==> src/rtl/soma_pkg.sv <==
// soma_pkg: shared definitions for the range-sum sequencer.
// Contents:
//   - SOMA_ADDR_W     : default RAM address width
//   - CYCLES_PER_WORD : cycles spent per summed word (ADDR, RD, LD, HOLD, GAP)
//   - WB_CYCLES       : write-back tail length, used with the per-word cost
//                       to express end-to-end latency
//   - ST_*            : FSM state encodings
//   - count_legal()   : range check of a requested word count
package soma_pkg;

  localparam int SOMA_ADDR_W     = 5;
  localparam int CYCLES_PER_WORD = 5;
  localparam int WB_CYCLES       = 5;

  localparam logic [3:0] ST_IDLE = 4'd0;
  localparam logic [3:0] ST_CLR  = 4'd1;
  localparam logic [3:0] ST_ADDR = 4'd2;
  localparam logic [3:0] ST_RD   = 4'd3;
  localparam logic [3:0] ST_LD   = 4'd4;
  localparam logic [3:0] ST_HOLD = 4'd5;
  localparam logic [3:0] ST_GAP  = 4'd6;
  localparam logic [3:0] ST_XFER = 4'd7;
  localparam logic [3:0] ST_XGAP = 4'd8;
  localparam logic [3:0] ST_WR   = 4'd9;
  localparam logic [3:0] ST_WGAP = 4'd10;
  localparam logic [3:0] ST_DONE = 4'd11;

  // A run must cover at least one word and at most the whole RAM.
  function automatic logic count_legal(input int unsigned cnt,
                                       input int unsigned addr_w);
    return (cnt != 0) && (cnt <= (32'd1 << addr_w));
  endfunction

endpackage

==> src/rtl/soma_addr_counter.sv <==
// soma_addr_counter: holds the latched base address and word count of a run
// and tracks the current word index k.
// Ports:
//   clk, reset      : clock, asynchronous active-low reset (index only)
//   load            : latch base_in/count_in and restart at k = 0
//   advance         : step to the next word
//   base_in         : first word address
//   count_in        : number of words in the run
//   addr            : base + k, modulo the RAM depth
//   addr_nxt        : base + k + 1, modulo the RAM depth
//   last            : current word is the final one (k == count - 1)
module soma_addr_counter
  import soma_pkg::*;
#(
  parameter int ADDR_W = SOMA_ADDR_W,
  parameter int CNT_W  = ADDR_W + 1
) (
  input  logic              clk,
  input  logic              reset,
  input  logic              load,
  input  logic              advance,
  input  logic [ADDR_W-1:0] base_in,
  input  logic [CNT_W-1:0]  count_in,
  output logic [ADDR_W-1:0] addr,
  output logic [ADDR_W-1:0] addr_nxt,
  output logic              last
);

  logic [ADDR_W-1:0] base_q;
  logic [CNT_W-1:0]  count_q;
  logic [CNT_W-1:0]  k_q;

  // Configuration is plain data; it is always rewritten before use.
  always_ff @(posedge clk) begin
    if (load) begin
      base_q  <= base_in;
      count_q <= count_in;
    end
  end

  // The index is CNT_W wide so a full sweep (count = depth) still reaches
  // k = depth - 1 without aliasing.
  always_ff @(posedge clk or negedge reset) begin
    if (!reset) begin
      k_q <= '0;
    end else if (load) begin
      k_q <= '0;
    end else if (advance) begin
      k_q <= k_q + 1'b1;
    end
  end

  // Truncation of the sum gives the wrap-around for free.
  assign addr     = base_q + k_q[ADDR_W-1:0];
  assign addr_nxt = addr + 1'b1;
  assign last     = (k_q == count_q - 1'b1);

endmodule

==> src/rtl/soma_range_ctrl.sv <==
// soma_range_ctrl: sequencer for the RAM/accumulator/write-back datapath.
// Sums `count` consecutive RAM words starting at `base_addr` (wrapping at the
// RAM depth), then writes the sum to `dest_addr` and pulses `ready`.
// Ports:
//   clk, reset  : clock, asynchronous active-low reset
//   start       : run request, honoured only while idle
//   base_addr   : first word address          (latched on accepted start)
//   count       : number of words, 1..2^ADDR_W (latched on accepted start)
//   dest_addr   : write-back address          (latched on accepted start)
//   busy        : a run is in progress (CLR through DONE)
//   ready       : one-cycle completion pulse
//   err         : one-cycle pulse for a start with an illegal count
//   address     : RAM address
//   rden        : RAM read enable
//   load        : accumulator load of RAM data
//   transf      : accumulator to write-back register transfer
//   wren        : RAM write enable
//   clear       : accumulator clear
// Every output is a register decoded from the next state, so strobes change
// only on clock edges and reset forces them low immediately.
module soma_range_ctrl
  import soma_pkg::*;
#(
  parameter int ADDR_W = SOMA_ADDR_W,
  parameter int CNT_W  = ADDR_W + 1
) (
  input  logic              clk,
  input  logic              reset,
  input  logic              start,
  input  logic [ADDR_W-1:0] base_addr,
  input  logic [CNT_W-1:0]  count,
  input  logic [ADDR_W-1:0] dest_addr,
  output logic              busy,
  output logic              ready,
  output logic              err,
  output logic [ADDR_W-1:0] address,
  output logic              rden,
  output logic              load,
  output logic              transf,
  output logic              wren,
  output logic              clear
);

  logic [3:0]        state_q, state_d;
  logic [ADDR_W-1:0] addr_d;
  logic [ADDR_W-1:0] dest_q;
  logic              err_d;
  logic              ctr_load, ctr_adv, ctr_last;
  logic [ADDR_W-1:0] ctr_addr, ctr_addr_nxt;

  soma_addr_counter #(
    .ADDR_W (ADDR_W),
    .CNT_W  (CNT_W)
  ) u_ctr (
    .clk      (clk),
    .reset    (reset),
    .load     (ctr_load),
    .advance  (ctr_adv),
    .base_in  (base_addr),
    .count_in (count),
    .addr     (ctr_addr),
    .addr_nxt (ctr_addr_nxt),
    .last     (ctr_last)
  );

  always_ff @(posedge clk) begin
    if (ctr_load) begin
      dest_q <= dest_addr;
    end
  end

  always_comb begin
    state_d  = state_q;
    addr_d   = address;
    err_d    = 1'b0;
    ctr_load = 1'b0;
    ctr_adv  = 1'b0;
    case (state_q)
      ST_IDLE: begin
        if (start) begin
          if (count_legal(32'(count), ADDR_W)) begin
            state_d  = ST_CLR;
            ctr_load = 1'b1;
            addr_d   = base_addr;
          end else begin
            err_d = 1'b1;
          end
        end
      end
      // The counter was loaded on entry to CLR, so ctr_addr is base here.
      ST_CLR: begin
        state_d = ST_ADDR;
        addr_d  = ctr_addr;
      end
      ST_ADDR: state_d = ST_RD;
      ST_RD:   state_d = ST_LD;
      ST_LD:   state_d = ST_HOLD;
      ST_HOLD: state_d = ST_GAP;
      // The index steps on the same edge that presents the next address, so
      // the address register takes addr_nxt rather than addr.
      ST_GAP: begin
        if (ctr_last) begin
          state_d = ST_XFER;
        end else begin
          state_d = ST_ADDR;
          ctr_adv = 1'b1;
          addr_d  = ctr_addr_nxt;
        end
      end
      ST_XFER: begin
        state_d = ST_XGAP;
        addr_d  = dest_q;
      end
      ST_XGAP: state_d = ST_WR;
      ST_WR:   state_d = ST_WGAP;
      ST_WGAP: state_d = ST_DONE;
      ST_DONE: state_d = ST_IDLE;
      default: state_d = ST_IDLE;
    endcase
  end

  always_ff @(posedge clk or negedge reset) begin
    if (!reset) begin
      state_q <= ST_IDLE;
      address <= '0;
      rden    <= 1'b0;
      load    <= 1'b0;
      transf  <= 1'b0;
      wren    <= 1'b0;
      clear   <= 1'b0;
      busy    <= 1'b0;
      ready   <= 1'b0;
      err     <= 1'b0;
    end else begin
      state_q <= state_d;
      address <= addr_d;
      rden    <= (state_d == ST_RD) || (state_d == ST_LD) || (state_d == ST_HOLD);
      load    <= (state_d == ST_LD);
      transf  <= (state_d == ST_XFER);
      wren    <= (state_d == ST_WR);
      clear   <= (state_d == ST_CLR);
      busy    <= (state_d != ST_IDLE);
      ready   <= (state_d == ST_DONE);
      err     <= err_d;
    end
  end

endmodule

==> config.mk <==
export PLATFORM = sky130hd
export DESIGN_NAME = soma_range_ctrl
export DESIGN_NICKNAME = d
export VERILOG_FILES = /design/src/rtl/soma_pkg.sv /design/src/rtl/soma_addr_counter.sv /design/src/rtl/soma_range_ctrl.sv
export SDC_FILE = /design/constraint.sdc
export NUM_CORES = 1
export LEC_CHECK = 0
export ABC_AREA = 1
export CORE_ASPECT_RATIO = 2
export CORE_UTILIZATION = 45
export CTS_BUF_LIST = sky130_fd_sc_hd__clkbuf_8
export CTS_CLUSTER_SIZE = 8
export DETAILED_ROUTE_END_ITERATION = 7
export GPL_TIMING_DRIVEN = 0
export PLACE_DENSITY_LB_ADDON = 0.05
export SETUP_SLACK_MARGIN = 0.05
export SLEW_MARGIN = 20
export SYNTH_ARGS = -nofsm -noshare
export SYNTH_HDL_FRONTEND = slang
export SYNTH_SLANG_ARGS = --single-unit
==> constraint.sdc <==
create_clock -name clk -period 2.2 [get_ports clk]
set_input_delay 0.44 -clock clk [delete_from_list [all_inputs] [get_ports clk]]
set_output_delay 0.44 -clock clk [all_outputs]
set_load 0.02 [all_outputs]
==> results.txt <==
H-tree depth reported by CTS = 2
number of synthesis warnings = 0
synthesized area = 0.00217 mm^2
die height = 100 um
root buffer cell = clkbuf_8
hold buffers post-CTS = 0
final hold viol count = 0
M2 GR Usage = 40.4%
Final Slew Violations = 0
pwr/cell area = 1140 mW/mm^2
simple-gate area share of the yosys netlist = 31.5%
CTS Buffer Depth = 2
Layout area overhead = 21.5%
WP data arrival = 2210 ps
max incr delay on CP = 490 ps
Initial Utilization = 46.8%
Tcrit/Tclk final = 91.6%
Synth Instances = 253
post-synth net total = 280
routability cong. = 0.883
largest family of logic cells by synthesized area = simple AND/OR/NAND/NOR gates
Die Area = 0.00513 mm^2
worst-path fanout max = 6
largest net degree at the start of global routing = 24
commonest non-fill, non-tap cell in the layout = nand2_1
vias in the first global route = 1817
CTS clk-pin slew, worst paths = 80 ps
initial antenna violation count = 0
Post-CTS Setup Bufs = 0
Die Width = 51.1 um
slew of the pin with the lowest slew margin = 570 ps
ant diodes = 0
#FFs+latches synth = 39
Post-Route WL = 4560 um
final net count = 318
cts repair resizes = 0
Rows = 35
via density per instance = 4.99
multiplexer area fraction after synthesis = 0%
critical path type = flop to flop
CP Launch Type = flop
Buf/Inv on CP = 1
post-synthesis cell type count = 28
Compound-Gate Fraction of Synth Area = 4.72%
number of max-cap violations = 0
DP Cell Count = 339
total number of vias = 1731
DRT Pass-1 Iters = 4
top-level port count = 32
most used cell, CP = nand2_1
HP Class = primary input to asynchronous set/reset pin
RSZ-0062 raised after global routing = false
number of buffers added on ports = 31
grt total ovfl = 0
worst path cell trace = ha_1, fa_1, ha_1, nand2_1, inv_1, nand2_1, nand2_1, nand3_1, nand2_1, nand2_1, nand2_1
Num CTS Buffers = 5
TritonCTS clock tree = built
total global-route track usage = 20.8%
Routed wire per std cell = 13.1 um
Skew-Pair Late Insertion Delay = 290 ps
count of final setup violators = 0
met3 Track Usage GR = 3.18%
crit path time final = 2020 ps
most used routing layer = met2
Crit. End Element = flop
Post-Syn Area per Cell = 8.59 um^2
Max Clock Freq = 0.496 GHz
DP HPWL = 3560 um
Clock Skew = 6.20 ps
ANT nets after route = 0
M1 GR Usage = 18.9%
power consumption = 3.00 mW
Slew Limit Headroom = 62.0%
Post-Synth XOR/XNOR Area = 4.03%
most frequent cells in the layout = 82 x nand2_1, 30 x clkdlybuf4s50_1, 27 x inv_1, 22 x dfrtp_1, 21 x nor2_1
layout cell share with drive strength beyond 1 = 12.7%
post-synthesis sequential area ratio = 48.6%
maximum vdd drop = 0.718 mV
static leakage = 1.28 nW
global-route wire length before repair = 7730 um
fin util = 56.9%
Filler cells = 453
CP required = 2390 ps
drt drc = 0
Finished Layout Cells = 347
slowest cell on the critical path = fa_1
core area = 0.00464 mm^2
CP delay by family, top = adder cells
number of DRC markers in iteration 0 = 31
post-synthesis adder-cell area fraction = 4.95%
status = finished, final reports clean
clock sink total = 39
path summary, 6_finish.rpt:
check,startpoint,endpoint,slack (ps),cells after the start
max in group asynchronous,reset,u_ctr.k_q[0],1650,1
hold reg to reg,address[2],address[2],490,2
setup / recovery,u_ctr.k_q[0],address[4],180,11
min in group clk,address[2],address[2],490,2
setup reg to reg,u_ctr.k_q[0],address[4],180,11
hold / removal,reset,address[4],140,1
routing by layer:
layer | up-vias | wire [um]
met5 | - | 0
met4 | 0 | 165
met3 | 15 | 113
met2 | 38 | 2620
met1 | 797 | 1660
li1 | 881 | -
kinds of logic (layout without fill, tap and decap cells):
family	Yosys count	in the layout
buf+inv	36	75
compound gates	16	16
simple gates	144	144
flops	39	39
xor+xnor	10	10
fa+ha+maj	8	8
Yosys cell counts:
library cell	number	share of area (%)
nand3_1	19	4.4
nor2_1	21	3.6
o2bb2ai_1	1	0.40
nand2_1	82	14
dfrtp_1	23	26
inv_1	26	4.5
xor2_1	7	2.8
xnor2_1	3	1.2
fa_1	1	0.92
nand3b_1	2	0.69
edfxtp_1	16	22
o21ai_4	1	0.75
nor2_2	6	1.7
clkinv_1	1	0.17
o2111ai_1	2	0.81
nor2_8	1	0.92
nand3_2	1	0.46
o21ai_1	4	0.92
ha_1	7	4.0
nand2_4	1	0.52
o21ai_0	2	0.46
nand4_1	2	0.58
nand4_4	2	2.0
nor2_4	2	1.0
nand2_2	4	1.2
inv_2	9	1.6
a21oi_1	6	1.4
nor4_1	1	0.29
worst register-to-register path, cell delays in order, from the launching register on:
cell and delay (ps):
dfrtp_2 460, ha_1 250, fa_1 490, ha_1 230, nand2_1 90, inv_1 50, nand2_1 60, nand2_1 50
nand3_1 70, nand2_1 60, nand2_1 60, nand2_1 40
sequential cells by signal (all words and copies together), names as in the netlist:
name,count
busy,1
u_ctr.base_q,5
transf,1
u_ctr.count_q,6
err,1
wren,1
ready,1
address,5
rden,1
load,1
dest_q,5
u_ctr.k_q,6
state_q,4
clear,1
through the flow:
| step | hold slack [ps] | instance area [um^2] | setup TNS [ps] | setup slack (ps) |
|---|---|---|---|---|
| 2_1_floorplan | 144 | 2170 | 0 | 341 |
| 3_3_place_gp | 469 | 2550 | -2550 | -160 |
| 3_5_place_dp | 472 | 2550 | -2780 | -175 |
| 4_1_cts | 153 | 2630 | 0 | 136 |
| 5_1_grt | 184 | 2640 | 0 | 59.8 |
| 6_report | 139 | 2640 | 0 | 185 |
layout make-up:
cell class / instances / area [um^2] / share of cell area, %
inverters: 36 / 139 / 5.26
clock buffers: 5 / 68.8 / 2.61
well taps: 55 / 68.8 / 2.61
clock inverters: 3 / 12.5 / 0.474
repair buffers: 31 / 305 / 11.6
multi-input cells: 178 / 990 / 37.5
flip-flops and latches: 39 / 1060 / 40.0
where the power goes:
part	internal, mW	switching [mW]	total (mW)
Combinational	0.555	0.905	1.46
Sequential	0.949	0.136	1.08
Clock	0.213	0.246	0.459
Total	1.72	1.29	3.00
No activity file was read; power rests on OpenSTA's default activity.
